`src/rtl/pnser_pkg.sv`:
```
`default_nettype none
// ============================================================================
// Module   : pnser_pkg
// Purpose  : Shared constants, FSM states and length decode for the serializer.
// Revision : 1.0
// ============================================================================
package pnser_pkg;

    localparam logic MODE_MSB = 1'b0;
    localparam logic MODE_LSB = 1'b1;

    typedef enum logic [0:0] {
        IDLE  = 1'b0,
        SHIFT = 1'b1
    } state_t;

    // A zero length field stands for a full-width word.
    function automatic int unsigned len_decode(input int unsigned len, input int unsigned dw);
        return (len == 0) ? dw : len;
    endfunction

endpackage
`default_nettype wire

```
`src/rtl/pnser_shreg.sv`:
```
`default_nettype none
// ============================================================================
// Module   : pnser_shreg
// Purpose  : Active shift stage: word register, bit counter, registered bit/last.
// Revision : 1.0
// ============================================================================
module pnser_shreg
    import pnser_pkg::*;
#(
    parameter int DW = 32,
    parameter int LW = $clog2(DW)
) (
    input  logic          clk_i,
    input  logic          rst_ni,
    input  logic          load_i,
    input  logic          shift_i,
    input  logic [DW-1:0] dat_i,
    input  logic [LW:0]   len_i,
    input  logic          mode_i,
    output logic          dat_o,
    output logic          vld_o,
    output logic          last_o
);

    logic [DW-1:0] r_data;
    logic          r_mode;
    logic [LW:0]   r_cnt;
    logic          r_bit;
    logic          r_vld;
    logic          r_last;

    // r_data holds only the bits not yet presented, so r_bit is always a flop.
    always_ff @(posedge clk_i or negedge rst_ni) begin
        if (!rst_ni) begin
            r_data <= '0;
            r_mode <= MODE_MSB;
            r_cnt  <= '0;
            r_bit  <= 1'b0;
            r_vld  <= 1'b0;
            r_last <= 1'b0;
        end else if (load_i) begin
            r_mode <= mode_i;
            r_cnt  <= len_i;
            r_vld  <= 1'b1;
            r_last <= (len_i == (LW+1)'(1));
            if (mode_i == MODE_LSB) begin
                r_bit  <= dat_i[0];
                r_data <= dat_i >> 1;
            end else begin
                r_bit  <= dat_i[DW-1];
                r_data <= dat_i << 1;
            end
        end else if (shift_i && r_vld) begin
            if (r_cnt == (LW+1)'(1)) begin
                r_cnt  <= '0;
                r_bit  <= 1'b0;
                r_vld  <= 1'b0;
                r_last <= 1'b0;
            end else begin
                r_cnt  <= r_cnt - (LW+1)'(1);
                r_last <= (r_cnt == (LW+1)'(2));
                if (r_mode == MODE_LSB) begin
                    r_bit  <= r_data[0];
                    r_data <= r_data >> 1;
                end else begin
                    r_bit  <= r_data[DW-1];
                    r_data <= r_data << 1;
                end
            end
        end
    end

    assign dat_o  = r_bit;
    assign vld_o  = r_vld;
    assign last_o = r_last;

endmodule
`default_nettype wire

```
`src/rtl/pnser_stream.sv`:
```
`default_nettype none
// ============================================================================
// Module   : pnser_stream
// Purpose  : Handshaked parallel-to-serial stream with one-word holding register.
// Revision : 1.0
// ============================================================================
module pnser_stream
    import pnser_pkg::*;
#(
    parameter int DW = 32,
    parameter int LW = $clog2(DW)
) (
    input  logic          clk_i,
    input  logic          rst_ni,
    input  logic [DW-1:0] dat_i,
    input  logic [LW-1:0] len_i,
    input  logic          mode_i,
    input  logic          vld_i,
    output logic          rdy_o,
    input  logic          en_i,
    output logic          dat_o,
    output logic          dat_vld_o,
    output logic          last_o,
    output logic          ack_o,
    output logic          busy_o
);

    state_t        r_state;
    state_t        w_state_nxt;
    logic          r_hold_full;
    logic [DW-1:0] r_hold_dat;
    logic [LW:0]   r_hold_len;
    logic          r_hold_mode;
    logic          r_ack;

    logic          w_vld;
    logic          w_last;
    logic          w_accept;
    logic          w_final;
    logic          w_direct;
    logic          w_to_hold;
    logic          w_from_hold;
    logic          w_load;
    logic [LW:0]   w_in_len;
    logic [DW-1:0] w_load_dat;
    logic [LW:0]   w_load_len;
    logic          w_load_mode;

    assign w_in_len    = (LW+1)'(len_decode(32'(len_i), DW));
    assign w_accept    = vld_i & ~r_hold_full;
    assign w_final     = en_i & w_last;
    // A word bypasses the hold whenever the shifter is free by the end of this edge.
    assign w_direct    = w_accept & ((r_state == IDLE) | w_final);
    assign w_to_hold   = w_accept & ~w_direct;
    assign w_from_hold = w_final & r_hold_full;
    assign w_load      = w_direct | w_from_hold;
    assign w_load_dat  = w_from_hold ? r_hold_dat  : dat_i;
    assign w_load_len  = w_from_hold ? r_hold_len  : w_in_len;
    assign w_load_mode = w_from_hold ? r_hold_mode : mode_i;

    always_comb begin
        w_state_nxt = r_state;
        case (r_state)
            IDLE:    if (w_accept) w_state_nxt = SHIFT;
            SHIFT:   if (w_final && !w_from_hold && !w_accept) w_state_nxt = IDLE;
            default: w_state_nxt = IDLE;
        endcase
    end

    always_ff @(posedge clk_i or negedge rst_ni) begin
        if (!rst_ni) begin
            r_state     <= IDLE;
            r_ack       <= 1'b0;
            r_hold_full <= 1'b0;
            r_hold_dat  <= '0;
            r_hold_len  <= '0;
            r_hold_mode <= MODE_MSB;
        end else begin
            r_state <= w_state_nxt;
            r_ack   <= w_final;
            if (w_to_hold) begin
                r_hold_full <= 1'b1;
                r_hold_dat  <= dat_i;
                r_hold_len  <= w_in_len;
                r_hold_mode <= mode_i;
            end else if (w_from_hold) begin
                r_hold_full <= 1'b0;
            end
        end
    end

    pnser_shreg #(
        .DW (DW),
        .LW (LW)
    ) u_shreg (
        .clk_i   (clk_i),
        .rst_ni  (rst_ni),
        .load_i  (w_load),
        .shift_i (en_i),
        .dat_i   (w_load_dat),
        .len_i   (w_load_len),
        .mode_i  (w_load_mode),
        .dat_o   (dat_o),
        .vld_o   (w_vld),
        .last_o  (w_last)
    );

    assign dat_vld_o = w_vld;
    assign last_o    = w_last;
    assign ack_o     = r_ack;
    assign rdy_o     = ~r_hold_full;
    assign busy_o    = (r_state == SHIFT) | r_hold_full;

endmodule
`default_nettype wire

```
`config.mk`:
```
export PLATFORM = sky130hd
export DESIGN_NAME = pnser_stream
export DESIGN_NICKNAME = d
export VERILOG_FILES = /design/src/rtl/pnser_pkg.sv /design/src/rtl/pnser_shreg.sv /design/src/rtl/pnser_stream.sv
export SDC_FILE = /design/constraint.sdc
export NUM_CORES = 1
export LEC_CHECK = 0
export CORE_UTILIZATION = 40
export DETAILED_ROUTE_END_ITERATION = 10
export PLACE_DENSITY_LB_ADDON = 0.3
export SYNTH_ARGS = -nofsm -noshare
export SYNTH_HDL_FRONTEND = slang
export SYNTH_SLANG_ARGS = --single-unit
```
`constraint.sdc`:
```
create_clock -name clk_i -period 2.6 [get_ports clk_i]
set_input_delay 0.65 -clock clk_i [delete_from_list [all_inputs] [get_ports clk_i]]
set_output_delay 0.65 -clock clk_i [all_outputs]
set_load 0.005 [all_outputs]
```
# [Yosys cells after proc, flatten, opt, wreduce, memory -nomap -nowiden]
# Cells that the tools add are included.
[totals] register_bits=84 latchBits=0 ram_bits=0 rom_bits=0 inputBits=42 out_inout_bits=6 elab_cells=67 n_memories=0
[op_classes] n_addsub=1 multipliers=0 div=0 order_cmp=0 eq_ne=4 n_shift=0 muxes=28 bitwise_logic=11 reduce_logical=11
[op_table] cell="$mux W32" count=6
[op_table] cell="$mux W6" count=5
[op_table] cell="$mux W1" count=16
[op_table] cell="$eq A6 B1 Y1 const B" count=2
[op_table] cell="$eq A6 B2 Y1 const B" count=1
[op_table] cell="$reduce_bool A2 Y1" count=3
[op_table] cell="$sub A6 B1 Y6 const B" count=1
[op_table] cell="$and A1 B1 Y1" count=5
[op_table] cell="$logic_not A5 Y1" count=1
[op_table] cell="$reduce_and A2 Y1" count=2
[op_table] cell="$logic_and A1 B1 Y1" count=3
[op_table] cell="$not A1 Y1" count=3
[op_table] cell="$or A1 B1 Y1" count=3
[op_table] cell="$logic_not A1 Y1" count=2
[op_table] cell="$ne A2 B1 Y1 const B" count=1
[op_table] cell="$pmux W1 S2" count=1

# [Longest topological paths before layout]
[depth] depth_word=7 ltp_mapped=9 ltp_nobuf=6

# [By module]
# A second synthesis with hierarchy kept.
[hier_totals] hier_cells=531 hier_area_um2=5462.7
[modules_own_cells] module="pnser_shreg" instances=1 cells_each=389 area_each_um2=3228.1 seq_area_each_um2=1051.0
[modules_own_cells] module="pnser_stream" instances=1 cells_each=142 area_each_um2=2234.6 seq_area_each_um2=1051.0

# [Worst setup path before layout]
# No wires, ideal clock.
[synth_path] kind="reg-to-reg" from="reg u_shreg.r_cnt[1]" to="reg u_shreg.r_data[21]" setup_time_ns=0.139 t_arrival_ns=1.623 required_ns=2.461 path_slack_ns=0.838 stages_incl_launch_ff=10 n_path_buf=3 period_less_slack_ns=1.762 cell_sequence="dfrtp_1 -> inv_1 -> ha_1 -> nor2b_1 -> clkbuf_2 -> a21oi_2 -> or2_1 -> buf_2 -> buf_6 -> a41oi_2"
[synth_via] elab_chain_len=3
[synth_lines] element="from (decl)" line_no="pnser_shreg.sv:27" source="logic [LW:0] r_cnt;"
[synth_lines] element="from (signal assigned)" line_no="pnser_shreg.sv:43" source="r_cnt <= len_i;"
[synth_lines] element="from (signal assigned)" line_no="pnser_shreg.sv:60" source="r_cnt <= r_cnt - (LW+1)'(1);"
[synth_lines] element="$eq A6 B1 Y1" line_no="pnser_shreg.sv:54" source="if (r_cnt == (LW+1)'(1)) begin"
[synth_lines] element="$ne A2 B1 Y1 (no line)"
[synth_lines] element="$reduce_and A2 Y1 (no line)"
[synth_lines] element="to (signal assigned)" line_no="pnser_shreg.sv:51" source="r_data <= dat_i << 1;"
[synth_lines] element="to (signal assigned)" line_no="pnser_shreg.sv:64" source="r_data <= r_data >> 1;"
[synth_lines] element="to (signal assigned)" line_no="pnser_shreg.sv:67" source="r_data <= r_data << 1;"
[synth_lines] element="to (decl)" line_no="pnser_shreg.sv:25" source="logic [DW-1:0] r_data;"
# No other way between the ends.
# A chain may end at the register's enable or synchronous reset.

# [Worst setup path in the final report]
[layout_path] from="reg r_hold_full" to="out busy_o"
[layout_via] elab_chain_len=1
[layout_lines] element="from (decl)" line_no="pnser_stream.sv:30" source="logic r_hold_full;"
[layout_lines] element="from (signal assigned)" line_no="pnser_stream.sv:74" source="r_hold_full <= 1'b0;"
[layout_lines] element="from (signal assigned)" line_no="pnser_stream.sv:82" source="r_hold_full <= 1'b1;"
[layout_lines] element="from (signal assigned)" line_no="pnser_stream.sv:87" source="r_hold_full <= 1'b0;"
[layout_lines] element="$or A1 B1 Y1" line_no="pnser_stream.sv:112" source="assign busy_o = (r_state == SHIFT) | r_hold_full;"
[layout_lines] element="to (decl)" line_no="pnser_stream.sv:25" source="output logic busy_o"
# No other way between the ends.

==> out/qor.yml <==
synth:
  synth_top_cell_area_share_pct: 41.0
  seq_area_frac_synth_pct: 41.0
  ys.flop_type: "dfrtp_1"
  synth-edff-count: 0
  synthTopCellsByArea: "dfrtp_1, mux2_2, nor3b_1, a41oi_2, nor3_1"
  async_reset_ff_share_pct: 100
  synth_area_um2: 5130
  synth.distinct_cells: 48
  syn-num-nets: 541
  avgSynthCellArea_um2: 10.3
  yosysWarnings: 0
  syn-instance-count: 496
  synth_seq_cells: 84
  synth_area_leader_cell: "dfrtp_1"
timing:
  hold_violations: 0
  post-route-period-util_pct: 88.1
  hold_ws_ns: 0.305
  setup_viol: 0
  slew_viol_final: 0
  totalNegativeSetupSlack_ns: 0
  finClkSkew_ns: 0.00682
  rsz0062_at_grt: "false"
  max_freq_mhz: 436
  slew_headroom_pct: 50.7
  max_slew.worst_pin.slew_ns: 0.736
  finalWorstPathRequiredPeriod_ns: 2.29
global_route:
  first_global_vias: 4345
  overflow: 0
  track_usage_pct: 22.8
  grt_pass1_wl_um: 23000
  grt_antenna_before_repair: 0
  grt_start_max_net_pins: 85
floorplanning:
  start_util_pct: 41.8
  placementRows: 40
  chipWidth_um: 115
  core-area_um2: 12300
  die_area_um2: 13300
  die_y_um: 115
  io_pins: 48
detailed_routing:
  vias_per_cell: 6.19
  drt_first_pass_iters: 5
  drt_iter0_markers: 445
  ant_nets: 0
  routed_wl_um: 14000
  wl_per_cell_um: 20.0
  drc: 0
  num_vias: 4330
power:
  power_frac_clock_pct: 47.0
  power.switching_mw: 0.589
  p_comb_share_pct: 5.6
  switching_share_pct: 21.3
  pwr_density_cell_nw_per_um2: 454
  power_mw: 2.76
  irDropWorstVdd_v: 0.000280
  seq_power_share_pct: 47.4
  p_leak_nw: 2.47
  p_int_mw: 2.17
finish:
  finalCoreUtilization_pct: 49.6
  drive_gt1_share_pct: 24.6
  area_delta_synth_final_pct: 18.6
  nets: 574
  antenna_cells: 0
clock_tree:
  numCtsBuffers: 9
  clk_latency_ns: 0.35
  cts-root-buf: "clkbuf_16"
  cts_max_level: 3
  hold_buffers: 0
  cts_resized: 0
  post-cts-setup-buffers: 0
  clockBufferDepth: 2
  numClockSinks: 84
  cts_tree: "yes"
  clk_pin_slew_ns: 0.06
placed_design:
  place.gp.congestion: 0.809
  dp_hpwl_um: 9020
  port_buffers: 47
worst_hold_path:
  holdCritPathClass: "input pin to asynchronous set/reset pin"
worst_setup_path:
  end_kind: "primary output"
  crit_arrival_ns: 1.64
  path_max_fanout: 8
  critPathKind: "register to primary output"
  critPathLaunchType: "register"
  worst_ep_required_time_ns: 1.95
outcome:
  status: "finished, final reports clean"
run:
  cap_viol_max_count: 0
## final timing paths
kind	to	start	slack (ns)	depth (start not counted)
min	r_hold_dat[20]	rst_ni	0.30	2
min reg2reg	r_hold_len[5]	r_hold_len[5]	0.52	2
min in group clk_i	r_hold_len[5]	r_hold_len[5]	0.52	2
max reg2reg	u_shreg.r_data[15]	u_shreg.r_cnt[1]	0.52	7
max	busy_o	r_hold_full	0.31	3
max in group asynchronous	ack_o	rst_ni	1.89	2
## flip-flops by register name (all words and copies together), names as in the netlist
signal          flops
ack_o               1
r_hold_dat         32
u_shreg.r_data     32
u_shreg.r_mode      1
u_shreg.r_cnt       6
r_state             1
u_shreg.last_o      1
r_hold_mode         1
u_shreg.dat_o       1
r_hold_full         1
r_hold_len          6
u_shreg.vld_o       1
## power by group through the flow
stage          Clock (mW)  Sequential [mW]  Combinational, mW
2_1_floorplan           0             1.33             0.0308
3_3_place_gp            0             1.33              0.155
3_5_place_dp            0             1.33              0.156
4_1_cts              1.33             1.31              0.157
5_1_grt              1.37             1.31              0.170
6_report             1.30             1.31              0.155
## kinds of logic (layout without fill, tap and decap cells)
kind of cell | after synthesis | after routing | share of synthesized area, %
simple gates | 162 | 162 | 18.1
compound gates | 118 | 118 | 18.4
buf+inv | 54 | 90 | 5.56
fa+ha+maj | 3 | 3 | 0.732
mux | 75 | 75 | 16.3
flops | 84 | 84 | 41.0
## routing by layer
metal	global-route usage (%)	share of wire [%]	wire length, um	up-vias
li1	-	-	-	1968
met1	30.3	45	6370	2203
met2	37.0	48	6720	140
met3	3.48	4.8	677	19
met4	9.78	1.7	239	0
met5	0	0	0	-
## synth_stat cells, types with 5 or more instances
cell type / count
a21o_1: 9
a31oi_1: 20
nand2_1: 34
a41oi_2: 13
nor2_1: 5
nand3_1: 23
a222oi_1: 15
o21ai_0: 25
mux2_2: 68
dfrtp_1: 84
a22oi_1: 15
buf_2: 26
buf_6: 6
nor3b_1: 44
nor3_1: 35
clkbuf_1: 12
a21oi_1: 7
a211oi_1: 5
mux2i_1: 7
## metrics by stage
step	std cells	area, um2	worst slack (ns)
CTS	700	6080	0.300
finish	700	6080	0.309
detailed placement	686	5790	0.101
global route	700	6080	0.271
global placement	686	5790	0.167
floorplan	496	5130	0.838
## critical path, cell delays in order (launching register included)
cell and delay (ns):
dfrtp_1 0.47, nor2_1 0.30, inv_1 0.07, clkdlybuf4s50_1 0.45
## layout make-up
type                            count  area, um2
Fill cell                        1134       6180
Multi-Input combinational cell    358       2760
Sequential cell                    84       2100
Timing Repair Buffer               71        698
Clock buffer                       12        256
Tap cell                          168        210
Clock inverter                      2       35.0
Inverter                            5       18.8
## cell usage in the layout (no fill, tap or decap), types with 2 or more instances in the layout
master / synthesis / layout
buf_4: 1 / 21
a41oi_2: 13 / 13
and3_1: 4 / 4
dfrtp_1: 84 / 84
nor4_1: 4 / 4
clkdlybuf4s50_1: 0 / 46
nor3b_1: 44 / 44
ha_1: 3 / 3
a22oi_1: 15 / 15
nand2_1: 34 / 34
mux2_2: 68 / 68
clkbuf_16: 0 / 9
mux2i_1: 7 / 7
clkbuf_8: 0 / 2
a21oi_1: 7 / 7
a211oi_1: 5 / 5
buf_12: 0 / 4
a222oi_1: 15 / 15
a41oi_1: 2 / 2
a21o_1: 9 / 9
o21ai_0: 25 / 25
a31oi_1: 20 / 20
nand3_1: 23 / 22
nor3_1: 35 / 35
inv_1: 4 / 4
nor2_1: 5 / 5
(Power assumes the default switching activity.)
